<file path="src/rtl/sdc_latch_ctrl.sv">
// ---------------------------------------------------------------------------
// sdc_latch_ctrl
//
// Clocked shutdown-circuit (SDC) relay latch controller.
//
// Each safety loop goes through a fail-fast / close-slow filter. A low sample
// clears a channel at once. A channel becomes OK again only after DEBOUNCE
// consecutive high samples. The controller qualifies TS activation with a hold
// time before it closes the relay. The activation source is the cockpit or the
// external button, selected by the AS driving mode. If a loop drops while the
// relay is closed, the controller latches the failing channels and stays in
// FAULT until it sees a valid acknowledge.
//
// Optional build macro: SDC_WATCHDOG_TOGGLE_EN
//   undefined : Watchdog is a level input, 1 = OK.
//   defined   : Watchdog must toggle. If WD_TIMEOUT cycles pass without an
//               edge, channel 0 fails. It recovers after the next edge plus
//               the debounce filter.
//
// Ports:
//   Clk                           in  system clock
//   Power_on_Reset                in  synchronous active-high reset
//   AS_close_SDC                  in  AS permission to close the SDC
//   AS_driving_mode               in  1 = external button, 0 = cockpit button
//   TS_Activation_Button_cockpit  in  raw cockpit button level
//   TS_Activation_Button_external in  raw external button level
//   Watchdog                      in  watchdog signal (gates safety channel 0)
//   Safety_ok[N_CHAN]             in  raw loop status, 1 = OK
//   Fault_clear                   in  single-cycle fault acknowledge
//   To_SDC_relais                 out relay drive (registered)
//   SDC_is_Ready                  out high while in READY (registered)
//   Fault_vector[N_CHAN]          out sticky channels that dropped while CLOSED
//   State[2]                      out 0 OPEN, 1 READY, 2 CLOSED, 3 FAULT
// ---------------------------------------------------------------------------
module sdc_latch_ctrl #(
    parameter int N_CHAN     = 2,
    parameter int DEBOUNCE   = 16,
    parameter int ACT_HOLD   = 8,
    parameter int WD_TIMEOUT = 1000
) (
    input  logic              Clk,
    input  logic              Power_on_Reset,
    input  logic              AS_close_SDC,
    input  logic              AS_driving_mode,
    input  logic              TS_Activation_Button_cockpit,
    input  logic              TS_Activation_Button_external,
    input  logic              Watchdog,
    input  logic [N_CHAN-1:0] Safety_ok,
    input  logic              Fault_clear,
    output logic              To_SDC_relais,
    output logic              SDC_is_Ready,
    output logic [N_CHAN-1:0] Fault_vector,
    output logic [1:0]        State
);

    // Reject parameter values that make the filter or hold logic meaningless.
    generate
        if (N_CHAN < 1 || N_CHAN > 16 || DEBOUNCE < 1 || ACT_HOLD < 1 || WD_TIMEOUT < 1) begin : g_param_check
            $error("sdc_latch_ctrl: parameter out of range");
        end
    endgenerate

    localparam int DB_W   = $clog2(DEBOUNCE + 1);
    localparam int HOLD_W = $clog2(ACT_HOLD + 1);

    localparam logic [DB_W-1:0]   DB_MAX   = DB_W'(DEBOUNCE);
    localparam logic [DB_W-1:0]   DB_ONE   = DB_W'(1);
    localparam logic [HOLD_W-1:0] HOLD_MAX = HOLD_W'(ACT_HOLD);
    localparam logic [HOLD_W-1:0] HOLD_ONE = HOLD_W'(1);

    typedef enum logic [1:0] {
        ST_OPEN   = 2'd0,
        ST_READY  = 2'd1,
        ST_CLOSED = 2'd2,
        ST_FAULT  = 2'd3
    } sdc_state_t;

    sdc_state_t          state_r;
    sdc_state_t          next_state_s;

    logic                wd_ok_s;
    logic [N_CHAN-1:0]   raw_s;
    logic [DB_W-1:0]     db_cnt_r [N_CHAN];
    logic [N_CHAN-1:0]   filt_r;
    logic                all_ok_s;

    logic                act_s;
    logic                mode_r;
    logic                mode_chg_s;
    logic                qual_s;
    logic [HOLD_W-1:0]   hold_r;
    logic [HOLD_W-1:0]   hold_nxt_s;
    logic                armed_r;
    logic                close_go_s;
    logic                close_edge_s;

    logic                relay_nxt_s;
    logic                ready_nxt_s;
    logic [N_CHAN-1:0]   fault_vec_nxt_s;

    // -----------------------------------------------------------------------
    // Watchdog qualification
    // -----------------------------------------------------------------------
`ifdef SDC_WATCHDOG_TOGGLE_EN
    localparam int WD_W = $clog2(WD_TIMEOUT + 1);
    localparam logic [WD_W-1:0] WD_LIM = WD_W'(WD_TIMEOUT - 1);
    localparam logic [WD_W-1:0] WD_ONE = WD_W'(1);

    logic            wd_prev_r;
    logic [WD_W-1:0] wd_cnt_r;
    logic            wd_edge_s;

    assign wd_edge_s = Watchdog ^ wd_prev_r;

    // wd_cnt_r counts the edge-free cycles already seen. If the current
    // cycle is also edge-free and that completes WD_TIMEOUT cycles, the
    // channel fails in this same cycle.
    assign wd_ok_s = wd_edge_s | (wd_cnt_r < WD_LIM);

    // Watchdog edge tracker and saturating cycles-since-edge counter.
    always_ff @(posedge Clk) begin
        if (Power_on_Reset) begin
            wd_prev_r <= 1'b0;
            wd_cnt_r  <= '0;
        end else begin
            wd_prev_r <= Watchdog;
            if (wd_edge_s) begin
                wd_cnt_r <= '0;
            end else if (wd_cnt_r < WD_LIM) begin
                wd_cnt_r <= wd_cnt_r + WD_ONE;
            end else begin
                wd_cnt_r <= wd_cnt_r;
            end
        end
    end
`else
    assign wd_ok_s = Watchdog;
`endif

    // -----------------------------------------------------------------------
    // Per-channel fail-fast / close-slow filter
    // -----------------------------------------------------------------------

    // Channel 0 is valid only while the watchdog is also OK.
    always_comb begin
        raw_s    = Safety_ok;
        raw_s[0] = Safety_ok[0] & wd_ok_s;
    end

    // Count consecutive high samples per channel. A low sample clears the
    // count at once. The filtered bit rises on the DEBOUNCE-th high sample.
    always_ff @(posedge Clk) begin
        for (int i = 0; i < N_CHAN; i++) begin
            if (Power_on_Reset) begin
                db_cnt_r[i] <= '0;
                filt_r[i]   <= 1'b0;
            end else if (!raw_s[i]) begin
                db_cnt_r[i] <= '0;
                filt_r[i]   <= 1'b0;
            end else if (db_cnt_r[i] != DB_MAX) begin
                db_cnt_r[i] <= db_cnt_r[i] + DB_ONE;
                filt_r[i]   <= ((db_cnt_r[i] + DB_ONE) == DB_MAX);
            end else begin
                db_cnt_r[i] <= db_cnt_r[i];
                filt_r[i]   <= 1'b1;
            end
        end
    end

    assign all_ok_s = &filt_r;

    // -----------------------------------------------------------------------
    // Activation qualification
    // -----------------------------------------------------------------------
    assign act_s      = AS_driving_mode ? TS_Activation_Button_external
                                        : TS_Activation_Button_cockpit;
    assign mode_chg_s = AS_driving_mode ^ mode_r;

    // A cycle qualifies only if the mode is unchanged, so a mode switch in
    // the middle of a hold always restarts the hold.
    assign qual_s = (state_r == ST_READY) & act_s & AS_close_SDC & ~mode_chg_s;

    // Saturating hold counter value after this edge.
    always_comb begin
        if (!qual_s) begin
            hold_nxt_s = '0;
        end else if (hold_r == HOLD_MAX) begin
            hold_nxt_s = hold_r;
        end else begin
            hold_nxt_s = hold_r + HOLD_ONE;
        end
    end

    // The relay closes on the edge that completes the ACT_HOLD-th
    // qualifying cycle. The close latency is therefore ACT_HOLD edges.
    assign close_go_s   = qual_s & armed_r & (hold_nxt_s == HOLD_MAX);
    assign close_edge_s = (state_r == ST_READY) & (next_state_s == ST_CLOSED);

    // Hold counter, mode history and re-arm flag. The flag is disarmed by a
    // close and re-armed only after activation is seen low.
    always_ff @(posedge Clk) begin
        if (Power_on_Reset) begin
            hold_r  <= '0;
            mode_r  <= 1'b0;
            armed_r <= 1'b0;
        end else begin
            hold_r <= hold_nxt_s;
            mode_r <= AS_driving_mode;
            if (close_edge_s) begin
                armed_r <= 1'b0;
            end else if (!act_s) begin
                armed_r <= 1'b1;
            end else begin
                armed_r <= armed_r;
            end
        end
    end

    // -----------------------------------------------------------------------
    // Main FSM
    // -----------------------------------------------------------------------

    // State register and registered outputs, taken from the next state.
    always_ff @(posedge Clk) begin
        if (Power_on_Reset) begin
            state_r       <= ST_OPEN;
            To_SDC_relais <= 1'b0;
            SDC_is_Ready  <= 1'b0;
            Fault_vector  <= '0;
        end else begin
            state_r       <= next_state_s;
            To_SDC_relais <= relay_nxt_s;
            SDC_is_Ready  <= ready_nxt_s;
            Fault_vector  <= fault_vec_nxt_s;
        end
    end

    // Next-state logic. Within each state, the checks are in priority order.
    always_comb begin
        next_state_s = state_r;
        case (state_r)
            ST_OPEN: begin
                if (all_ok_s) begin
                    next_state_s = ST_READY;
                end else begin
                    next_state_s = ST_OPEN;
                end
            end
            ST_READY: begin
                if (!all_ok_s) begin
                    next_state_s = ST_OPEN;
                end else if (close_go_s) begin
                    next_state_s = ST_CLOSED;
                end else begin
                    next_state_s = ST_READY;
                end
            end
            ST_CLOSED: begin
                // A loop fault takes precedence over a commanded open.
                if (!all_ok_s) begin
                    next_state_s = ST_FAULT;
                end else if (!AS_close_SDC) begin
                    next_state_s = ST_OPEN;
                end else begin
                    next_state_s = ST_CLOSED;
                end
            end
            ST_FAULT: begin
                if (Fault_clear && all_ok_s && !act_s) begin
                    next_state_s = ST_OPEN;
                end else begin
                    next_state_s = ST_FAULT;
                end
            end
            default: begin
                next_state_s = ST_OPEN;
            end
        endcase
    end

    // Output logic: next values for the relay, the ready flag and the
    // sticky fault vector.
    always_comb begin
        relay_nxt_s     = (next_state_s == ST_CLOSED);
        ready_nxt_s     = (next_state_s == ST_READY);
        fault_vec_nxt_s = Fault_vector;
        if ((state_r == ST_CLOSED) && (next_state_s == ST_FAULT)) begin
            fault_vec_nxt_s = Fault_vector | ~filt_r;
        end else if ((state_r == ST_FAULT) && (next_state_s == ST_OPEN)) begin
            fault_vec_nxt_s = '0;
        end else begin
            fault_vec_nxt_s = Fault_vector;
        end
    end

    assign State = state_r;

endmodule

</file>
<file path="config.mk">
export PLATFORM = sky130hd
export DESIGN_NAME = sdc_latch_ctrl
export DESIGN_NICKNAME = d
export VERILOG_FILES = /design/src/rtl/sdc_latch_ctrl.sv
export SDC_FILE = /design/constraint.sdc
export NUM_CORES = 1
export LEC_CHECK = 0
export ABC_AREA = 1
export ABC_CLOCK_PERIOD_IN_PS = 2170
export CORE_MARGIN = 1.5
export CORE_UTILIZATION = 57
export CTS_BUF_LIST = sky130_fd_sc_hd__clkbuf_4
export CTS_CLUSTER_DIAMETER = 60
export DETAILED_ROUTE_END_ITERATION = 10
export PLACE_DENSITY = 0.92
export SLEW_MARGIN = 20
export SYNTH_ARGS = -nofsm -noshare
export SYNTH_HDL_FRONTEND = slang
export SYNTH_SLANG_ARGS = --single-unit
</file>
<file path="constraint.sdc">
create_clock -name Clk -period 2.17 [get_ports Clk]
set_input_delay 0.434 -clock Clk [delete_from_list [all_inputs] [get_ports Clk]]
set_output_delay 0.434 -clock Clk [all_outputs]
set_load 0.01 [all_outputs]
</file>
# Word level (Yosys, flattened, before mapping)
# Memories as Yosys holds them, arrays and structs flattened.
# Cells that the tools add are included.
# word_totals
ff_bits,14
latchBits,0
mem_bits_rw,10
romBits,0
in_bits,10
word_cells,100
memories,1
# mem_list
name,words,word_bits,read_ports,rd_clocked_by_memory_dff,wr,line,text
db_cnt_r,2,5,2,0,2,83,logic [DB_W-1:0] db_cnt_r [N_CHAN];
# classes
addsub,3
mul,0
div,0
order_cmp,0
eq_ne,12
shift,0
mux,44
bitwise_logic,19
n_reduce_logical,12
# ops
cell,n
$mux W5,6
$mux W1,28
$mux W2,7
$add A5 B1 Y5 const B,2
$eq A5 B5 Y1 const B,2
$ne A5 B5 Y1 const B,2
$eq A2 B2 Y1 const B,4
$eq A4 B4 Y1 const B,2
$mux W4,2
$pmux W2 S4,1
$and A1 B1 Y1,7
$or A1 B1 Y1,6
$reduce_or A2 Y1,3
$add A4 B1 Y4 const B,1
$eq A2 B1 Y1 const B,2
$logic_and A1 B1 Y1,4
$logic_not A2 Y1,2
$not A1 Y1,3
$not A2 Y2,1
$or A2 B2 Y2,1
$reduce_and A2 Y1,1
$reduce_bool A2 Y1,1
$logic_not A1 Y1,1
$xor A1 B1 Y1,1

# Depth between registers and ports, before layout
# logic_depth
depth_word,14
ltp_mapped,12
mapped_depth_nobuf,12

# Worst setup path after synthesis
# Ideal clock, no wire load.
# synth_path
path_kind,flip-flop to flip-flop
startpoint,mem db_cnt_r[0][0] (netlist bit)
endpoint,mem db_cnt_r[0][0] (netlist bit) (enable)
setup_time_ns,0.295
arrival_ns,1.205
t_required_ns,1.875
slack_ns,0.670
path_stages_with_launch,6
n_path_buf,0
path_cell_list,edfxtp_1 > inv_1 > ha_1 > nand2_1 > o31ai_2 > nand2_1
# synth_lines
item,line
"start, declared",83

# Worst setup path after layout
# layout_path
startpoint,reg state_r[1] (netlist: State[1])
endpoint,out State[1]
# layout_lines
item,line,text
"start, declared",78,sdc_state_t state_r;
"start signal, assigned",231,state_r <= next_state_s;
"end, declared",53,output logic [1:0] State
# No word-level cell between the ends.

==> results.cfg <==
[place]
dp_hpwl_mm = 1.95
place_inst = 203
dp_slack_ps = 224
numPortBuffers = 15
gp_congestion = 0.850

[synth]
yosysWarnings = 0
syn_avg_cell_area_um2 = 8.17
synth_area_mm2 = 0.00131
synth_nets = 178
yosysUniqueCellTypes = 24
ys_seq_elements = 24
synth_ff_type = dfxtp_1
synthCells = 160
synth_edf_count = 10
ys_seq_area_frac = 0.444
synthArstFlopShare = 0

[cells_and_area]
syn_to_final_growth_pct = 16.2
fin_cells = 207
n_antenna_cell = 0
fill_cells = 178
fin_nets = 198
drive_gt1_frac = 0.112
multi_input_area_um2 = 599
final-seq-area_um2 = 581

[drt]
vias = 1051
drtIter0Drc = 35
viasPerCell = 5.08
drc = 0
drt_wl_total_mm = 2.34
ant_nets = 0
dr.pass1.iters = 4
avgRoutedWirePerCell_um = 11.3

[global_routing]
grt_first_pass_wirelength_mm = 4.12
grt_max_degree = 14
grt_overflow = 0
antenna_found_initial = 0
grt_pass1_vias = 1054
grt_usage = 0.207

[critical_path]
path_max_fanout = 5
crit_buf_inv = 1
critPathTopFamily = buffers and inverters
critPathLaunchType = flip-flop
slowest_delay_ps = 580
cp-end-kind = primary output
critical_path_class = reg2out
worst_path_max_delay_cell = clkdlybuf4s50_1
cp_cell_sequence = clkdlybuf4s50_1
cp.arrival_ps = 1310
cp.required_ps = 1740

[cts]
h-tree-depth = 1
cts_root_buf = clkbuf_4
clkTransAtPathRegs_ps = 120
postCtsHoldBufs = 0
numCtsBuffers = 3
cts_sinks = 24
cts_resized = 0
clk_latency_ps = 300
cts_tree = yes
cts_setup_buffers = 0
cts.path.max_buffers = 2

[power_and_ir_drop]
powerDensity_mw_per_mm2 = 483
p_switching_uw = 160
internal_power_uw = 574
switching_share = 0.218
combPwrFrac = 0.082
pwr-share-clk = 0.253
p_seq_frac = 0.666
p_leak_uw = 0.000652
max-vdd-ir-drop_uv = 295

[floorplanning]
start_util = 0.597
die_w_um = 50.9
dieArea_mm2 = 0.00259
die_h_um = 50.9
core-area_mm2 = 0.00219
rows = 17
io_pins = 16

[timing]
rsz0062_at_grt = no
timing.final.max_slew_violations = 0
maxSlewHeadroom = 0.719
fin_crit_sh = 0.802
tns_ps = 0
setup_violations = 0
tightestPinTransition_ps = 419
worst_clock_skew_ps = 4.03
setup_ws_ps = 429
clock.fmax_mhz = 574
fin_crit_ps = 1740
final-hold-violation-count = 0

[flow_run]
maxCapViolations = 0

[min_path]
hold_class = reg2reg

[outcome]
status = complete, no violations
## routing by layer
| metal | vias up | GRT usage | part of all wire | wire, µm |
|---|---|---|---|---|
| met5 | - | 0 | 0 | 0 |
| li1 | 543 | - | - | - |
| met2 | 18 | 0.388 | 0.53 | 1250 |
| met4 | 0 | 0.0766 | 0.0056 | 13 |
| met1 | 488 | 0.234 | 0.42 | 992 |
| met3 | 2 | 0.0351 | 0.035 | 81 |
## kinds of logic (layout without fill, tap and decap cells)
kind of cell	count (synthesis)	count (layout)	share of synthesized area
xor gates and xnor gates	5	5	0.0335
DFF	24	24	0.444
and+or+nand+nor	75	75	0.285
adders and majority gates	8	8	0.0766
buffers and inverters	34	53	0.0976
AOI/OAI and AO/OA	14	14	0.0632
## cell usage in the layout (no fill, tap or decap), types with 5 or more instances in the layout
cell	instances
a21oi_1	7
clkdlybuf4s50_1	15
dfxtp_1	14
edfxtp_1	10
ha_1	8
inv_1	31
nand2_1	30
nand3_1	10
nand4_1	5
nor2_1	16
## through the flow
step	util	power, µW	area, µm²	hold slack (ps)
after floorplan	-	530	1310	490
after global placement	0.681	555	1490	470
after detailed placement	0.681	558	1490	481
after CTS	0.693	741	1520	499
after global routing	0.693	772	1520	507
final	0.693	734	1520	498
## registers in the layout (all words and copies together) (netlist names)
signal	cells
Fault_vector	2
mode_r	1
To_SDC_relais	1
SDC_is_Ready	1
filt_r	2
db_cnt_r	10
armed_r	1
hold_r	4
State	2
## area by class of cell
class / count / share of cell area
Multi-Input combinational cell: 102 / 0.395
Timing Repair Buffer: 15 / 0.0988
Sequential cell: 24 / 0.382
Inverter: 34 / 0.0840
Clock buffer: 3 / 0.0148
Tap cell: 28 / 0.0231
Clock inverter: 1 / 0.00247
## power groups by stage
stage          sequential [µW]  combinational (µW)  clock, µW
5_1_grt                    490                67.7        214
4_1_cts                    488                60.8        192
6_report                   488                60.1        185
3_5_place_dp               498                60.5          0
2_1_floorplan              495                35.0          0
3_3_place_gp               498                57.0          0
## final timing paths
kind	startpoint	cells past startpoint	endpoint	slack, ps
hold / removal	Fault_vector[1]$_SDFFE_PP0P_	2	Fault_vector[1]$_SDFFE_PP0P_	500
setup reg to reg	db_cnt_r[0][0]$_SDFFCE_PN0P_	5	db_cnt_r[0][0]$_SDFFCE_PN0P_	470
setup / recovery	State[1]$_SDFF_PP0_	1	State[1]	430
hold reg to reg	Fault_vector[1]$_SDFFE_PP0P_	2	Fault_vector[1]$_SDFFE_PP0P_	500
## synthesized netlist by cell type (3+ instances only)
master	number	area, µm²
nand3_1	10	50.1
ha_1	8	100
inv_2	3	11.3
nand2_1	30	113
xor2_1	4	35.0
o21ai_0	3	15.0
nand4_1	5	31.3
dfxtp_1	14	280
nand3_2	3	30.0
nor2_1	16	60.1
a21oi_1	7	35.0
edfxtp_1	10	300
inv_1	31	116
nand2_2	4	25.0
(Power assumes the default switching activity.)
==> RTL change 1: new RTL, same settings <==
Take the reset off `hold_r` and load it in a clocked block of its own.
--- a/src/rtl/sdc_latch_ctrl.sv
+++ b/src/rtl/sdc_latch_ctrl.sv
@@ -202,3 +202,2 @@
         if (Power_on_Reset) begin
-            hold_r  <= '0;
             mode_r  <= 1'b0;
@@ -206,3 +205,2 @@
         end else begin
-            hold_r <= hold_nxt_s;
             mode_r <= AS_driving_mode;
@@ -216,2 +214,6 @@
         end
+    end
+
+    always_ff @(posedge Clk) begin
+        hold_r <= hold_nxt_s;
     end
Function: same outputs for any inputs over 10 cycles, from zero or initial values and one cycle with Power_on_Reset high; that may be too few to reach the edited logic, so the function may still have changed.
==> RTL change 1 against the original RTL <==
Total power rose by 1.2%; sequential power barely moved; wire length rose by 0.30%; core utilization rose by 0.41 points; maximum frequency rose by 1.5%; area after synthesis rose by 1.8%; setup slack improved by 0.025 ns; cell area rose by 1.6%; non-clock buffer count did not move; final cell count fell by 0.48%; count of clock-buffer cells in the layout did not move; combinational power rose by 3%; sequential cell count did not move; synthesized cell count fell by 0.63%.
==> RTL change 1: results (changes against the original RTL) <==
| Metric | Value |
|---|---|
| CP max stage delay | 0.56 ns (-0.02 ns) |
| Reg-to-Reg End | db_cnt_r[0][3] |
| Global-route wire length before repair | 4020 um (-2.4%) |
| PostCTS Resize Cnt | 0 (unchanged) |
| Initial antenna violation count | 0 (unchanged) |
| HPWL Detailed | 1900 um (-2.8%) |
| Post-synth net total | 177 (-0.56%) |
| Nets | 197 (-0.51%) |
| Antenna cells | 0 (unchanged) |
| Async S/R FF share, synth | 0 (unchanged) |
| Ys Warns | 0 (unchanged) |
| Number of global-route vias before repair | 1004 (-4.7%) |
| Clock slew at reported path FFs | 0.12 ns (about the same) |
| Min-delay src | Fault_vector[1] |
| Outcome | finished clean |
| Worst VDD drop | 344 uV (+17%) |
| Top FF cell, synth | dfxtp_1 |
| Port Buffer Count | 15 (unchanged) |
| Synth area leaders | edfxtp_1 (23%), dfxtp_1 (21%), inv_1 (8.5%), ha_1 (7.5%), nand2_1 (7.0%) |
| Area growth syn-to-layout | 15.9% |
| Post-synth top cells | inv_1 (30), nand2_1 (25), nor2_1 (17), dfxtp_1 (14), nand3_1 (11) |
| Clock skew | 0.00126 ns (-0.00276 ns) |
| Min-delay worst type | flip-flop to flip-flop |
| Hold Crit Endpoint | Fault_vector[1] |
| Routed WL per cell | 11.4 um (+0.79%) |
| EDFF count, synth | 10 (unchanged) |
| Hold Crit Depth | 2 (unchanged) |
| Clk root buf | clkbuf_4 |
| Seq/Total Area, Yosys | 0.436 (-0.00793) |
| Largest net degree at the start of global routing | 14 (unchanged) |
| Hold Slack | 0.491 ns (-0.00697 ns) |
| # H-tree levels | 1 (unchanged) |
| Worst R2R Start | db_cnt_r[0][0] |
| Leakage | 0.000648 uW (-0.63%) |
| FF-to-FF setup slack | 0.46 ns |
| Post-Place Setup Slack | 0.205 ns (-0.0197 ns) |
| Initial DRC count | 17 (-51%) |
| Share of layout cells above drive strength 1 | 0.152 (+0.0400) |
| R2r worst-path depth | 5 (unchanged) |
| # Post-CTS Setup Buffers | 0 (unchanged) |
| CP max-delay cell | clkdlybuf4s50_1 |
| Most flops, register | db_cnt_r |
| Gpl congestion | 0.924 (+8.8%) |
| Critical Path AT | 1.28 ns (-0.03 ns) |
| Total track usage | 0.206 (-0.000603) |
| Max Buffers Root-to-Sink | 2 (unchanged) |
| Initial DRT Pass Iterations | 4 (unchanged) |
| Worst-path fanout max | 4 (-1) |
| Skew-Pair Late Insertion Delay | 0.30 ns (about the same) |
| Via count | 1045 (-0.57%) |
| Max-slew headroom | 0.711 (-0.00775) |
| CTS buffer count | 3 (unchanged) |
| Cell variety after synth | 26 (+8.3%) |
| Largest registers | db_cnt_r (10), hold_r (4) |
| CP top delay family | buffers and inverters |
## RTL change 1: changes by cell type in the layout (fill, tap and decap cells not counted), moves of 2 or more
cell and change:
inv_2 +3, nand2_1 -5, nand2_2 +2, nand4_1 -3, nor2_2 -2
## RTL change 1: cells by family (layout without fill, tap and decap cells)
logic type | count (synthesis) | after routing | synth area share
and+or+nand+nor | 72 | 72 | 0.289
buffers and inverters | 36 | 55 | 0.102
DFF | 24 | 24 | 0.436
AOI/OAI and AO/OA | 14 | 14 | 0.0648
adders and majority gates | 8 | 8 | 0.0752
xor gates and xnor gates | 5 | 5 | 0.0329
## RTL change 1: report_power, final
group / internal (uW) / switching, uW / leakage, uW
clock network: 67.1 / 125 / 0.0000154
logic: 30.2 / 31.6 / 0.000400
registers: 479 / 10.5 / 0.000233
total: 576 / 167 / 0.000648
## RTL change 1: final cells by class
| cell class | count | area, um^2 |
|---|---|---|
| Clock inverter | 1 | 3.75 |
| Tap cell | 28 | 35.0 |
| Clock buffer | 3 | 22.5 |
| Sequential cell | 24 | 581 |
| Inverter | 36 | 135 |
| Multi-Input combinational cell | 99 | 616 |
| Timing Repair Buffer | 15 | 150 |
| Fill cell | 170 | 669 |
## RTL change 1: per-layer routing
layer	vias up	routed length, um	global-route usage
li1	537	-	-
met1	476	953	0.228
met2	26	1250	0.390
met3	6	113	0.0292
met4	0	31	0.0877
met5	-	0	0
## RTL change 1: worst max-delay path by stage
stage,startpoint,endpoint,slack (ns),cells after the start
after floorplan,db_cnt_r[0][0],db_cnt_r[0][0],0.67,5
after global placement,Power_on_Reset,db_cnt_r[0][4],0.29,6
after detailed placement,Power_on_Reset,db_cnt_r[0][0],0.20,6
after CTS,State[1],State[1],0.46,1
after global routing,db_cnt_r[0][0],db_cnt_r[0][3],0.26,5
final,State[0],State[0],0.45,1
## RTL change 1: per-stage QoR
stage | total power, uW | area (um^2) | cells
after floorplan | 532 | 1330 | 159
after global placement | 557 | 1520 | 202
after detailed placement | 561 | 1520 | 202
after CTS | 749 | 1540 | 206
after global routing | 775 | 1540 | 206
final | 743 | 1540 | 206
==> RTL change 2: new RTL, config.mk and constraints unchanged <==
Without the edit above. Build with the macro `SDC_WATCHDOG_TOGGLE_EN` defined.
--- a/src/rtl/sdc_latch_ctrl.sv
+++ b/src/rtl/sdc_latch_ctrl.sv
@@ -34,2 +34,4 @@
 // ---------------------------------------------------------------------------
+`define SDC_WATCHDOG_TOGGLE_EN
+
 module sdc_latch_ctrl #(
Check against the original RTL: no difference found for any inputs over 10 cycles, from zero or initial values and one cycle with Power_on_Reset high; that may be too few to reach the edited logic, so the function may still have changed.
==> RTL change 2 against the original RTL <==
Cell area grew 33%; setup slack lost 0.019 ns; total power grew 55%; critical path type is now flip-flop to flip-flop; core utilization shrank 2.0 points; area after synthesis grew 35%; final cell count grew 36%; sequential power grew 44%; sequential cell count grew 11; wire length grew 38%; critical endpoint is now db_cnt_r[0][0]; via count grew 38%.
==> RTL change 2: results (changes against the original RTL) <==
| Metric | Value |
|---|---|
| Worst setup startpoint | wd_cnt_r[0] |
| Total track usage | 0.204 (-0.00281) |
| CP max-delay cell | dfxtp_1 |
| Seq group | 703 uW (+44%) |
| Non-clock buffer share | 0.0780 (-0.0209) |
| Fill cells | 247 (+39%) |
| Gpl congestion | 0.858 (+0.98%) |
| Hold Crit Endpoint | wd_cnt_r[9] |
| Skew-Pair Late Insertion Delay | 0.33 ns (+0.03 ns) |
| Share of layout cells above drive strength 1 | 0.0803 (-0.0314) |
| Largest net degree at the start of global routing | 11 (-3) |
| Outcome | finished clean |
| CP max stage delay | 0.35 ns (-0.23 ns) |
| Kind of critical path | flip-flop to flip-flop |
| CTS buffer count | 5 (+2) |
| Reg-to-Reg End | db_cnt_r[0][0] |
| Post-Syn Area per Cell | 7.85 um^2 (-4.0%) |
| Mapped cell area | 1770 um^2 (+35%) |
| Clock buffer count | 7 (+4) |
| Fin cells | 282 (+36%) |
| Hold Slack | 0.475 ns (-0.0231 ns) |
| Register area | 801 um^2 (+38%) |
| Design Area, Final | 2020 um^2 (+33%) |
| Worst VDD drop | 420 uV (+43%) |
| Invs w/o clock | 44 (+29%) |
| Number of global-route vias before repair | 1366 (+30%) |
| # H-tree levels | 2 (+1) |
| R2r worst-path depth | 10 (+5) |
| Leakage | 0.000903 uW (+38%) |
| Placed Cells incl. Taps | 274 (+35%) |
| Worst-path fanout max | 8 (+3) |
| Clock network area share | 0.0285 (+0.0112) |
| Clock skew | 0.0119 ns (+0.00786 ns) |
| Post-Synth Adder-Cell Area | 0.0638 (-0.0128) |
| Clock slew at reported path FFs | 0.10 ns (-0.02 ns) |
| Clock Power Share | 0.310 (+0.057) |
| Min-delay src | wd_cnt_r[9] |
| Post-Place Setup Slack | 0.185 ns (-0.0393 ns) |
| #MultiIn Comb | 146 (+43%) |
| PwrDens | 564 nW/um^2 (+17%) |
| HPWL Detailed | 2480 um (+27%) |
| Routed WL per cell | 11.5 um (+1.6%) |
| Compound-Gate Fraction of Synth Area | 0.0780 (+0.0148) |
| Post-synth net total | 244 (+37%) |
| Synth area leaders | dfxtp_1 (28%), edfxtp_1 (17%), inv_1 (9.1%), nand2_1 (7.0%), nor2_1 (7.0%) |
| Max-slew headroom | 0.741 (+0.0221) |
| Initial DRC count | 125 (+260%) |
| Final period util | 0.811 (+0.00879) |
| CP top delay family | simple AND/OR/NAND/NOR gates |
| Signal buffers | 16 (+1) |
| Largest registers | db_cnt_r (10), wd_cnt_r (10), hold_r (4) |
| Global-route wire length before repair | 5350 um (+30%) |
| Critical Path AT | 1.78 ns (+0.47 ns) |
| Seq/Total Area, Yosys | 0.454 (+0.00956) |
| Post-synth top cells | inv_1 (43), nand2_1 (33), nor2_1 (33), dfxtp_1 (25), nand3_1 (19) |
| FF-to-FF setup slack | 0.41 ns (-0.06 ns) |
[RTL change 2: cell types whose count changed after synthesis, sizes merged, moves of 3 or more]
| cell | unedited run | this run |
|---|---|---|
| nor2 | 20 | 33 |
| nor3 | 1 | 8 |
| xor2 | 4 | 7 |
| o21ai | 4 | 10 |
| a21oi | 7 | 12 |
| nand2 | 34 | 37 |
| nand4 | 5 | 2 |
| dfxtp | 14 | 25 |
| nand3 | 14 | 20 |
| inv | 34 | 44 |
[RTL change 2: kinds of logic (layout without fill, tap and decap cells)]
| kind of cell | count (synthesis) | after routing |
|---|---|---|
| compound gates | 25 | 25 |
| xor+xnor | 9 | 9 |
| fa+ha+maj | 9 | 9 |
| buf+inv | 44 | 68 |
| flops | 35 | 35 |
| simple gates | 103 | 103 |
[RTL change 2: per-layer routing]
metal,part of all wire,track usage
met5,0,0
met4,0.010,0.0649
met3,0.041,0.0549
met2,0.52,0.380
met1,0.43,0.224
